$ cat src/rtl/cpu_pkg.sv
`default_nettype none
// ============================================================================
//  Module   : cpu_pkg
//  Brief    : Shared opcode encodings, instruction field positions and opcode
//             classification helpers for the 16-bit CPU pipeline.
//  Revision : 1.0 - initial release
// ============================================================================
package cpu_pkg;

    // Opcode encodings (instruction bits [15:12])
    localparam logic [3:0] OP_ADD  = 4'h0;
    localparam logic [3:0] OP_SUB  = 4'h1;
    localparam logic [3:0] OP_AND  = 4'h2;
    localparam logic [3:0] OP_OR   = 4'h3;
    localparam logic [3:0] OP_XOR  = 4'h4;
    localparam logic [3:0] OP_SLL  = 4'h5;
    localparam logic [3:0] OP_SRL  = 4'h6;
    localparam logic [3:0] OP_ADDI = 4'h7;
    localparam logic [3:0] OP_LW   = 4'h8;
    localparam logic [3:0] OP_SW   = 4'h9;
    localparam logic [3:0] OP_LUI  = 4'hA;
    localparam logic [3:0] OP_BEQ  = 4'hB;
    localparam logic [3:0] OP_BNE  = 4'hC;
    localparam logic [3:0] OP_JMP  = 4'hD;
    localparam logic [3:0] OP_JR   = 4'hE;
    localparam logic [3:0] OP_NOP  = 4'hF;

    // Instruction field bit positions
    localparam int OP_HI    = 15;
    localparam int OP_LO    = 12;
    localparam int RD_HI    = 11;
    localparam int RD_LO    = 9;
    localparam int RS_HI    = 8;
    localparam int RS_LO    = 6;
    localparam int RT_HI    = 5;
    localparam int RT_LO    = 3;
    localparam int IMM6_HI  = 5;
    localparam int IMM9_HI  = 8;
    localparam int IMM12_HI = 11;

    // True when the opcode reads the rs register
    function automatic logic uses_rs(input logic [3:0] op);
        case (op)
            OP_ADD, OP_SUB, OP_AND, OP_OR, OP_XOR, OP_SLL, OP_SRL,
            OP_ADDI, OP_LW, OP_SW, OP_BEQ, OP_BNE, OP_JR: uses_rs = 1'b1;
            default:                                      uses_rs = 1'b0;
        endcase
    endfunction

    // True when the opcode reads the rt register
    function automatic logic uses_rt(input logic [3:0] op);
        case (op)
            OP_ADD, OP_SUB, OP_AND, OP_OR, OP_XOR, OP_SLL, OP_SRL,
            OP_SW, OP_BEQ, OP_BNE: uses_rt = 1'b1;
            default:               uses_rt = 1'b0;
        endcase
    endfunction

    // True when the opcode produces a register result (before the rd=0 check)
    function automatic logic writes_reg(input logic [3:0] op);
        case (op)
            OP_ADD, OP_SUB, OP_AND, OP_OR, OP_XOR, OP_SLL, OP_SRL,
            OP_ADDI, OP_LW, OP_LUI: writes_reg = 1'b1;
            default:                writes_reg = 1'b0;
        endcase
    endfunction

endpackage
`default_nettype wire

$ cat src/rtl/decode_stage_reg_file.sv
`default_nettype none
// ============================================================================
//  Module   : reg_file
//  Brief    : NREGS x DW architectural register file, one write port and two
//             combinational read ports with write-through bypass; r0 reads 0.
//             Contents are intentionally not reset.
//  Revision : 1.0 - initial release
// ============================================================================
module reg_file #(
    parameter int NREGS = 8,
    parameter int AW    = 3,
    parameter int DW    = 16
) (
    input  logic          clk,
    input  logic          i_we,
    input  logic [AW-1:0] i_waddr,
    input  logic [DW-1:0] i_wdata,
    input  logic [AW-1:0] i_raddr_a,
    output logic [DW-1:0] o_rdata_a,
    input  logic [AW-1:0] i_raddr_b,
    output logic [DW-1:0] o_rdata_b
);

    logic [DW-1:0] r_mem [NREGS];

    // Writeback; r0 is never written so it stays a constant zero source
    always_ff @(posedge clk) begin
        if (i_we && (i_waddr != '0)) begin
            r_mem[i_waddr] <= i_wdata;
        end
    end

    // Read port A: r0 -> 0, same-cycle writeback wins over stored value
    always_comb begin
        if (i_raddr_a == '0) begin
            o_rdata_a = '0;
        end else if (i_we && (i_waddr == i_raddr_a)) begin
            o_rdata_a = i_wdata;
        end else begin
            o_rdata_a = r_mem[i_raddr_a];
        end
    end

    // Read port B: identical bypass rules to port A
    always_comb begin
        if (i_raddr_b == '0) begin
            o_rdata_b = '0;
        end else if (i_we && (i_waddr == i_raddr_b)) begin
            o_rdata_b = i_wdata;
        end else begin
            o_rdata_b = r_mem[i_raddr_b];
        end
    end

endmodule
`default_nettype wire

$ cat src/rtl/decode_stage.sv
`default_nettype none
// ============================================================================
//  Module   : decode_stage
//  Brief    : ID stage of the 16-bit CPU. Decodes the fetched instruction,
//             reads operands, detects load-use hazards (stalling fetch) and
//             holds the registered ID/EX bundle for the execute stage.
//  Revision : 1.0 - initial release
// ============================================================================
module decode_stage
    import cpu_pkg::*;
#(
    parameter int NREGS = 8,
    parameter int AW    = 3
) (
    input  logic          clk,
    input  logic          rst_n,
    input  logic [15:0]   if_pc,
    input  logic [15:0]   if_inst,
    input  logic          if_inst_invalid,
    input  logic          flush,
    input  logic          ex_hold,
    input  logic [AW-1:0] ex_rd,
    input  logic          ex_is_load,
    input  logic          wb_we,
    input  logic [AW-1:0] wb_addr,
    input  logic [15:0]   wb_data,
    output logic          stall_out,
    output logic          id_valid,
    output logic [15:0]   id_pc,
    output logic [3:0]    id_op,
    output logic [AW-1:0] id_rd,
    output logic [AW-1:0] id_rs,
    output logic [AW-1:0] id_rt,
    output logic [15:0]   id_rs_data,
    output logic [15:0]   id_rt_data,
    output logic [15:0]   id_imm,
    output logic          id_reg_write,
    output logic          id_mem_read,
    output logic          id_mem_write,
    output logic          id_branch,
    output logic          id_jump
);

    // Instruction fields
    logic [3:0]    w_op;
    logic [AW-1:0] w_rd;
    logic [AW-1:0] w_rs;
    logic [AW-1:0] w_rt;
    logic [15:0]   w_imm;
    logic [15:0]   w_rs_data;
    logic [15:0]   w_rt_data;
    logic          w_hazard;
    logic          w_slot_valid;
    logic          w_bubble;

    // ID/EX pipeline register
    logic          r_valid;
    logic [15:0]   r_pc;
    logic [3:0]    r_op;
    logic [AW-1:0] r_rd;
    logic [AW-1:0] r_rs;
    logic [AW-1:0] r_rt;
    logic [15:0]   r_rs_data;
    logic [15:0]   r_rt_data;
    logic [15:0]   r_imm;
    logic          r_reg_write;
    logic          r_mem_read;
    logic          r_mem_write;
    logic          r_branch;
    logic          r_jump;

    assign w_op = if_inst[OP_HI:OP_LO];
    assign w_rd = if_inst[RD_HI:RD_LO];
    assign w_rs = if_inst[RS_HI:RS_LO];
    assign w_rt = if_inst[RT_HI:RT_LO];

    reg_file #(
        .NREGS (NREGS),
        .AW    (AW),
        .DW    (16)
    ) u_reg_file (
        .clk       (clk),
        .i_we      (wb_we),
        .i_waddr   (wb_addr),
        .i_wdata   (wb_data),
        .i_raddr_a (w_rs),
        .o_rdata_a (w_rs_data),
        .i_raddr_b (w_rt),
        .o_rdata_b (w_rt_data)
    );

    // Immediate extension chosen by opcode class
    always_comb begin
        w_imm = '0;
        case (w_op)
            OP_ADDI, OP_LW, OP_SW, OP_BEQ, OP_BNE:
                w_imm = {{10{if_inst[IMM6_HI]}}, if_inst[IMM6_HI:0]};
            OP_LUI:
                w_imm = {if_inst[IMM9_HI:0], 7'b0};
            OP_JMP:
                w_imm = {{4{if_inst[IMM12_HI]}}, if_inst[IMM12_HI:0]};
            default:
                w_imm = '0;
        endcase
    end

    // Load-use: only register fields the opcode actually reads can conflict
    assign w_hazard = ex_is_load && (ex_rd != '0) && !if_inst_invalid &&
                      ((uses_rs(w_op) && (w_rs == ex_rd)) ||
                       (uses_rt(w_op) && (w_rt == ex_rd)));

    // NOP never travels downstream as a valid instruction
    assign w_slot_valid = !if_inst_invalid && (w_op != OP_NOP);
    assign w_bubble     = flush || (!ex_hold && (w_hazard || !w_slot_valid));

    assign stall_out = (ex_hold | w_hazard) & ~flush & rst_n;

    // ID/EX register: flush/bubble clears, ex_hold freezes, else load decode
    always_ff @(posedge clk or negedge rst_n) begin
        if (!rst_n) begin
            r_valid     <= 1'b0;
            r_pc        <= '0;
            r_op        <= '0;
            r_rd        <= '0;
            r_rs        <= '0;
            r_rt        <= '0;
            r_rs_data   <= '0;
            r_rt_data   <= '0;
            r_imm       <= '0;
            r_reg_write <= 1'b0;
            r_mem_read  <= 1'b0;
            r_mem_write <= 1'b0;
            r_branch    <= 1'b0;
            r_jump      <= 1'b0;
        end else if (w_bubble) begin
            r_valid     <= 1'b0;
            r_pc        <= '0;
            r_op        <= '0;
            r_rd        <= '0;
            r_rs        <= '0;
            r_rt        <= '0;
            r_rs_data   <= '0;
            r_rt_data   <= '0;
            r_imm       <= '0;
            r_reg_write <= 1'b0;
            r_mem_read  <= 1'b0;
            r_mem_write <= 1'b0;
            r_branch    <= 1'b0;
            r_jump      <= 1'b0;
        end else if (!ex_hold) begin
            r_valid     <= 1'b1;
            r_pc        <= if_pc;
            r_op        <= w_op;
            r_rd        <= w_rd;
            r_rs        <= w_rs;
            r_rt        <= w_rt;
            r_rs_data   <= w_rs_data;
            r_rt_data   <= w_rt_data;
            r_imm       <= w_imm;
            r_reg_write <= writes_reg(w_op) && (w_rd != '0);
            r_mem_read  <= (w_op == OP_LW);
            r_mem_write <= (w_op == OP_SW);
            r_branch    <= (w_op == OP_BEQ) || (w_op == OP_BNE);
            r_jump      <= (w_op == OP_JMP) || (w_op == OP_JR);
        end
    end

    assign id_valid     = r_valid;
    assign id_pc        = r_pc;
    assign id_op        = r_op;
    assign id_rd        = r_rd;
    assign id_rs        = r_rs;
    assign id_rt        = r_rt;
    assign id_rs_data   = r_rs_data;
    assign id_rt_data   = r_rt_data;
    assign id_imm       = r_imm;
    assign id_reg_write = r_reg_write;
    assign id_mem_read  = r_mem_read;
    assign id_mem_write = r_mem_write;
    assign id_branch    = r_branch;
    assign id_jump      = r_jump;

endmodule
`default_nettype wire

$ cat config.mk
export PLATFORM = sky130hd
export DESIGN_NAME = decode_stage
export DESIGN_NICKNAME = d
export VERILOG_FILES = /design/src/rtl/cpu_pkg.sv /design/src/rtl/decode_stage_reg_file.sv /design/src/rtl/decode_stage.sv
export SDC_FILE = /design/constraint.sdc
export NUM_CORES = 1
export LEC_CHECK = 0
export BUFFER_PORTS_ARGS = -buffer_cell sky130_fd_sc_hd__clkbuf_2
export CAP_MARGIN = 20
export CORE_UTILIZATION = 35
export DETAILED_ROUTE_END_ITERATION = 6
export SETUP_SLACK_MARGIN = 0.1
export SLEW_MARGIN = 20
export SYNTH_ARGS = -nofsm -noshare
export SYNTH_HDL_FRONTEND = slang
export SYNTH_SLANG_ARGS = --single-unit
$ cat constraint.sdc
create_clock -name clk -period 3.5 [get_ports clk]
set_input_delay 0.875 -clock clk [delete_from_list [all_inputs] [get_ports clk]]
set_output_delay 0.875 -clock clk [all_outputs]
set_load 0.03 [all_outputs]
==> results of run 1 <==
cells by family (layout without fill, tap and decap cells):
group,count (synthesis),count (layout),synth area share
other,1,18,0.0003876
buffers and inverters,54,213,0.02651
muxes,128,128,0.1738
AOI/OAI and AO/OA,141,141,0.1066
DFF,211,211,0.6120
and+or+nand+nor,129,129,0.06893
xor gates and xnor gates,13,13,0.01177
power groups by stage:
stage / Combinational (mW) / Clock [mW] / Sequential (mW)
2_1_floorplan: 0.339 / 0 / 2.91
3_3_place_gp: 0.663 / 0 / 2.84
3_5_place_dp: 0.667 / 0 / 2.84
4_1_cts: 0.668 / 2.47 / 2.79
5_1_grt: 0.716 / 2.55 / 2.80
6_report: 0.659 / 2.42 / 2.79
sequential cells by signal (all words and copies together) (netlist names), 3 cells and up:
name              flops
u_reg_file.r_mem    128
id_imm               16
id_pc                16
id_rs_data           16
id_rs                 3
id_rd                 3
id_op                 4
id_rt_data           16
id_rt                 3
through the flow:
stage,utilization,setup WS [ns],std cells
floorplan,-,0.2489,692
finish,0.4312,0.3188,1194
global placement,0.4028,0.3196,1149
global route,0.4310,0.2206,1192
CTS,0.4310,0.2949,1192
detailed placement,0.4028,0.3128,1149
placed cells by master, fill, tap and decap left out, types with 23 or more instances in the layout:
master / count
nand2_1: 50
o21ai_0: 27
dfrtp_1: 83
a221oi_1: 32
clkbuf_16: 25
mux2i_1: 96
edfxtp_1: 128
mux4_2: 32
clkbuf_2: 141
buf_4: 23
nor2b_1: 36
a22o_1: 34
worst paths after layout:
kind,from,endpoint,depth (start not counted)
setup / recovery,if_inst[14],stall_out,7
hold / removal,rst_n,id_rt_data[15]$_DFFE_PN0P_,1
setup reg to reg,u_reg_file.r_mem[5][7]$_DFFE_PP_,id_rt_data[7]$_DFFE_PN0P_,5
hold reg to reg,id_rt_data[6]$_DFFE_PN0P_,id_rt_data[6]$_DFFE_PN0P_,2
max in group asynchronous,rst_n,id_rt_data[9]$_DFFE_PN0P_,2
min in group clk,id_rt_data[6]$_DFFE_PN0P_,id_rt_data[6]$_DFFE_PN0P_,2
routing by layer:
| layer | vias to the layer above | routed length (um) |
|---|---|---|
| met3 | 32 | 1667 |
| met2 | 181 | 12230 |
| li1 | 2943 | - |
| met1 | 3173 | 11090 |
| met4 | 2 | 287 |
| met5 | - | 14 |
area by class of cell:
class / count / area, um^2
Antenna cell: 2 / 5.005
Inverter: 2 / 7.507
Tap cell: 341 / 426.7
Fill cell: 2482 / 15370
Sequential cell: 211 / 5921
Clock inverter: 9 / 72.57
Timing Repair Buffer: 168 / 958.4
Multi-Input combinational cell: 427 / 3572
Clock buffer: 34 / 689.4
==> run metrics, run 1 <==
status=completed; Final Hold Viols=0; critical path class=input port to output pin; met3 usage=0.03761; Reg2Reg Setup Slack=1.91 ns; First-pass DRT Iterations=4; internal power=4.437 mW; worst skew pair latency=0.52 ns; CP startpoint kind=input port; core area=27030 um^2; count leader, synth=edfxtp_1; total grt overflow=0; Total GRT Usage=0.1790; Worst Hold Class=input port to async pin; Post-DRT Antenna Nets=0; clock transition at the registers of the reported paths=0.06 ns; hold buffers post-CTS=0; Cell Area, Placed=10890 um^2; share of layout cells above drive strength 1=0.2832; Sw Share=0.2444; Mapped Cells=677; Crit path required time=2.62 ns; # DRC=0; Critical-path top delay cell=and4bb_4; Worst-Margin Slew=0.8097 ns; die width=168.3 um; Fin Clk Skew=0.01706 ns; largest net degree at the start of global routing=67; VDD IR max=279.3 uV; vias in the first global route=6621; number of synthesized register bits=211; MaxCap Viol Count=0; smallest hold slack=0.2394 ns; postcts setup bufs=0; Total Wirelength=25290 um; fraction of registers with async set/reset=0.3934; vias per inst=5.302; Top Family by Delay on Critical Path=simple AND/OR/NAND/NOR gates; Setup TNS Final=0 ns; number of synthesized flops with an enable pin=128; sequential share of power=0.476; GRT busiest layer=met2; Initial Utilization=0.3580; Net count, final=895; H-tree depth=1; clock sinks=211; Die Height=168.3 um; Clock power frac=0.412; Via Count=6331; Combinational Power Share=0.112; PwrDens=504.0 nW/um^2; CTS root buffer=clkbuf_16; CP bufs+invs=2; final slew viol count=0; Avg Inst Size Synth=14.29 um^2; top cells by area, synth=edfxtp_1, dfrtp_1, mux2i_1; final HPWL from detailed placement=15940 um; CTS tree=built; CP dominant cell by count=clkbuf_2; clk buf depth=3; IO buf count=144; RSZ-0062 raised after global routing=false; fmax=314.4 MHz; Commonest cells post-synth=edfxtp_1, mux2i_1, dfrtp_1, nand2_1, nor2b_1; slew margin rel.=0.4602; CP endpoint kind=output pin; Leakage=4.987 nW; first-pass GRT wire length=38710 um; Tmin final=3.181 ns; GR Util met2=0.3024; synthesized cell area=9674 um^2; initial antenna violation count=3; I/O pin count=145; post-cts resize count=0; GR Util met1=0.2340; sw power=1.435 mW; Setup violations, final=0; Tcrit/Tclk final=0.9089; Num CTS Buffers=24; Synth top area share=0.3973; Synth warnings=0; register area share after synthesis=0.6120; Final Instance Area=11650 um^2; critical path peak fanout=16; synth unique cells=45; synthesis-to-layout area growth=20.45%; Design Power=5.872 mW; FP Rows=60; Routed WL per cell=21.18 um; die area=28310 um^2; DRT iter0 DRCs=519; Synth Flop Type=edfxtp_1; largest area contributor in the netlist=edfxtp_1; critical path's largest stage delay=0.31 ns; Crit path arrival time=2.31 ns; GPL Wtd Cong=0.8106; crit path cell chain=clkbuf_2 -> and4bb_4 -> nor2_2 -> a31o_4 -> nor2_1 -> nor3b_1 -> clkbuf_2
Note: power is estimated with default switching activity, not from simulation.
==> run 2: changes to the inputs <==
--- a/config.mk
+++ b/config.mk
@@ -7,6 +7,7 @@
 export LEC_CHECK = 0
 export BUFFER_PORTS_ARGS = -buffer_cell sky130_fd_sc_hd__clkbuf_2
 export CAP_MARGIN = 20
+export CORE_ASPECT_RATIO = 1.25
 export CORE_UTILIZATION = 35
 export DETAILED_ROUTE_END_ITERATION = 6
 export SETUP_SLACK_MARGIN = 0.1
==> run 2 against run 1 <==
Clock power fell by 6%. Largest cell class unchanged. Critical path depth did not move. Worst setup slack got worse by 0.046 ns. Fmax fell by 1.4%. Die area barely moved. Largest power group unchanged. Design area barely moved. Utilization rose by 0.066 points. Hold slack got worse by 0.018 ns. Highest routed layer is now met4. Count of clock-buffer cells in the layout fell by 2. Critical endpoint unchanged.
==> run metrics, run 2 (synthesis results as in run 1) <==
status=completed (unchanged); critical path peak fanout=5 (was 16); Net count, final=898 (was 895); Num CTS Buffers=22 (was 24); synthesis-to-layout area growth=20.49% (was 20.45%); initial antenna violation count=2 (was 3); worst setup path end=stall_out (unchanged); Setup TNS Final=0 ns (unchanged); fmax=309.8 MHz (was 314.4 MHz); Tcrit/Tclk final=0.9222 (was 0.9089); Critical-path top delay cell=nor3_1 (was and4bb_4); Worst Reg-to-Reg Cells=5 (unchanged); share of layout cells above drive strength 1=0.2872 (was 0.2832); Crit path arrival time=2.35 ns (was 2.31 ns); MaxCap Viol Count=0 (unchanged); Worst Hold Class=input port to async pin (unchanged); Fin Clk Skew=0.006333 ns (was 0.01706 ns); die area=28310 um^2 (about the same); area of the multi-input gates=3577 um^2 (was 3572 um^2); largest net degree at the start of global routing=70 (was 67); Reg2Reg Setup Slack=1.98 ns (was 1.91 ns); worst skew pair latency=0.50 ns (was 0.52 ns); DRT iter0 DRCs=387 (was 519); VDD IR max=300.9 uV (was 279.3 uV); CTS tree=built (unchanged); Total GRT Usage=0.1766 (was 0.1790); RR Endpoint=id_rt_data[5]$_DFFE_PN0P_ (was id_rt_data[7]$_DFFE_PN0P_); RSZ-0062 raised after global routing=false (unchanged); Routed WL per cell=20.90 um (was 21.18 um); Most flops, register=u_reg_file.r_mem (unchanged); total grt overflow=0 (unchanged); Tmin final=3.228 ns (was 3.181 ns); clock sinks=211 (unchanged); CTS root buffer=clkbuf_16 (unchanged); register area=5921 um^2 (unchanged); critical path's largest stage delay=0.41 ns (was 0.31 ns); vias in the first global route=6531 (was 6621); PwrDens=491.1 nW/um^2 (was 504.0 nW/um^2); GPL Wtd Cong=0.7869 (was 0.8106); core area=26990 um^2 (was 27030 um^2); number of flip-flops in the largest register=128 (unchanged); critical path startpoint=if_inst[7] (was if_inst[14]); sequential share of power=0.488 (was 0.476); Total Wirelength=25080 um (was 25290 um); Cell Area, Placed=10940 um^2 (was 10890 um^2); clock transition at the registers of the reported paths=0.06 ns (about the same); Via Count=6429 (was 6331); commonest non-fill, non-tap cell in the layout=clkbuf_2 (unchanged); reg-to-reg critical path startpoint=u_reg_file.r_mem[7][5]$_DFFE_PP_ (was u_reg_file.r_mem[5][7]$_DFFE_PP_); H-tree depth=1 (unchanged); slew margin rel.=0.4122 (was 0.4602); Die Height=187.9 um (was 168.3 um); Worst-Margin Slew=0.8817 ns (was 0.8097 ns); die width=150.7 um (was 168.3 um); Design Power=5.725 mW (was 5.872 mW); vias per inst=5.358 (was 5.302); FP Rows=67 (was 60); Initial Utilization=0.3584 (was 0.3580); sw power=1.378 mW (was 1.435 mW); # DRC=0 (unchanged); most frequent cells in the layout=clkbuf_2, edfxtp_1, mux2i_1 (unchanged); First-pass DRT Iterations=4 (unchanged); Clock power frac=0.396 (was 0.412); CP endpoint kind=output pin (unchanged); crit path cell chain=buf_4 -> xor2_1 -> nor3_1 -> a31o_4 -> nor2_1 -> nor3b_1 -> clkbuf_2 (was clkbuf_2 -> and4bb_4 -> nor2_2 -> a31o_4 -> nor2_1 -> nor3b_1 -> clkbuf_2); first-pass GRT wire length=37920 um (was 38710 um); final HPWL from detailed placement=16190 um (was 15940 um); Sw Share=0.2407 (was 0.2444); internal power=4.347 mW (was 4.437 mW); Leakage=4.992 nW (was 4.987 nW); Post-DRT Antenna Nets=0 (unchanged); Setup violations, final=0 (unchanged); Crit path required time=2.62 ns (about the same); CP startpoint kind=input port (unchanged); final slew viol count=0 (unchanged); Final Instance Area=11660 um^2 (was 11650 um^2); IO buf count=144 (unchanged); Final Hold Viols=0 (unchanged); fill count=2492 (was 2482); Combinational Power Share=0.116 (was 0.112); clk buf depth=3 (unchanged); I/O pin count=145 (unchanged); critical path class=input port to output pin (unchanged)
run 2: worst min-delay path by stage:
stage / cells after the start / end / from / slack [ns]
global route: 1 / id_rt_data[15]$_DFFE_PN0P_ / rst_n / 0.22
detailed placement: 2 / id_jump$_DFFE_PN0P_ / id_jump$_DFFE_PN0P_ / 0.47
global placement: 2 / id_jump$_DFFE_PN0P_ / id_jump$_DFFE_PN0P_ / 0.46
floorplan: 0 / id_branch$_DFFE_PN0P_ / rst_n / 0.58
CTS: 1 / id_rt_data[15]$_DFFE_PN0P_ / rst_n / 0.21
finish: 1 / id_rt_data[15]$_DFFE_PN0P_ / rst_n / 0.22
run 2: per-stage QoR:
| stage | utilization | hold WS (ns) | cells | setup WS [ns] |
|---|---|---|---|---|
| after global placement | 0.4053 | 0.4629 | 1158 | 0.2345 |
| final | 0.4318 | 0.2219 | 1200 | 0.2723 |
| after floorplan | - | 0.5794 | 692 | 0.2489 |
| after detailed placement | 0.4053 | 0.4705 | 1158 | 0.2475 |
| after global routing | 0.4316 | 0.2199 | 1198 | 0.1668 |
| after CTS | 0.4314 | 0.2091 | 1198 | 0.2390 |
run 2: power by group through the flow:
stage          logic, mW  clock network [mW]  registers, mW
3_5_place_dp       0.669                   0           2.84
2_1_floorplan      0.339                   0           2.91
6_report           0.662                2.27           2.80
5_1_grt            0.719                2.42           2.80
4_1_cts            0.670                2.33           2.79
3_3_place_gp       0.664                   0           2.84
run 2: cell type report:
type	instances	share of cell area
sequential	211	0.5079
multi-input combinational	427	0.3069
timing repair buffer	173	0.08652
clock buffer	32	0.05507
tap	345	0.03703
clock inverter	8	0.005474
inverter	2	0.0006441
antenna	2	0.0004294
run 2: what timing repair did:
item / 4_1_cts / 5_1_grt
setup buffers: 0 / 0
gates resized for setup: 0 / 1
endpoints found under the hold margin: 0 / 0
setup endpoints to repair: 0 / 1
hold buffers: 0 / 0
run 2: worst max-delay path, delay by kind of cell:
| family | cells | cell delay (ns) |
|---|---|---|
| simple gates | 3 | 0.68 |
| buf+inv | 2 | 0.40 |
| compound gates | 1 | 0.26 |
| xor+xnor | 1 | 0.14 |
run 2: per-layer routing:
| layer | vias up | part of all wire | wire, um | track usage |
|---|---|---|---|---|
| met3 | 36 | 0.063 | 1584 | 0.03212 |
| met2 | 210 | 0.52 | 12950 | 0.3180 |
| met4 | 0 | 0.021 | 528 | 0.05038 |
| li1 | 2951 | - | - | - |
| met5 | - | 0 | 0 | 0 |
| met1 | 3232 | 0.40 | 10010 | 0.2122 |
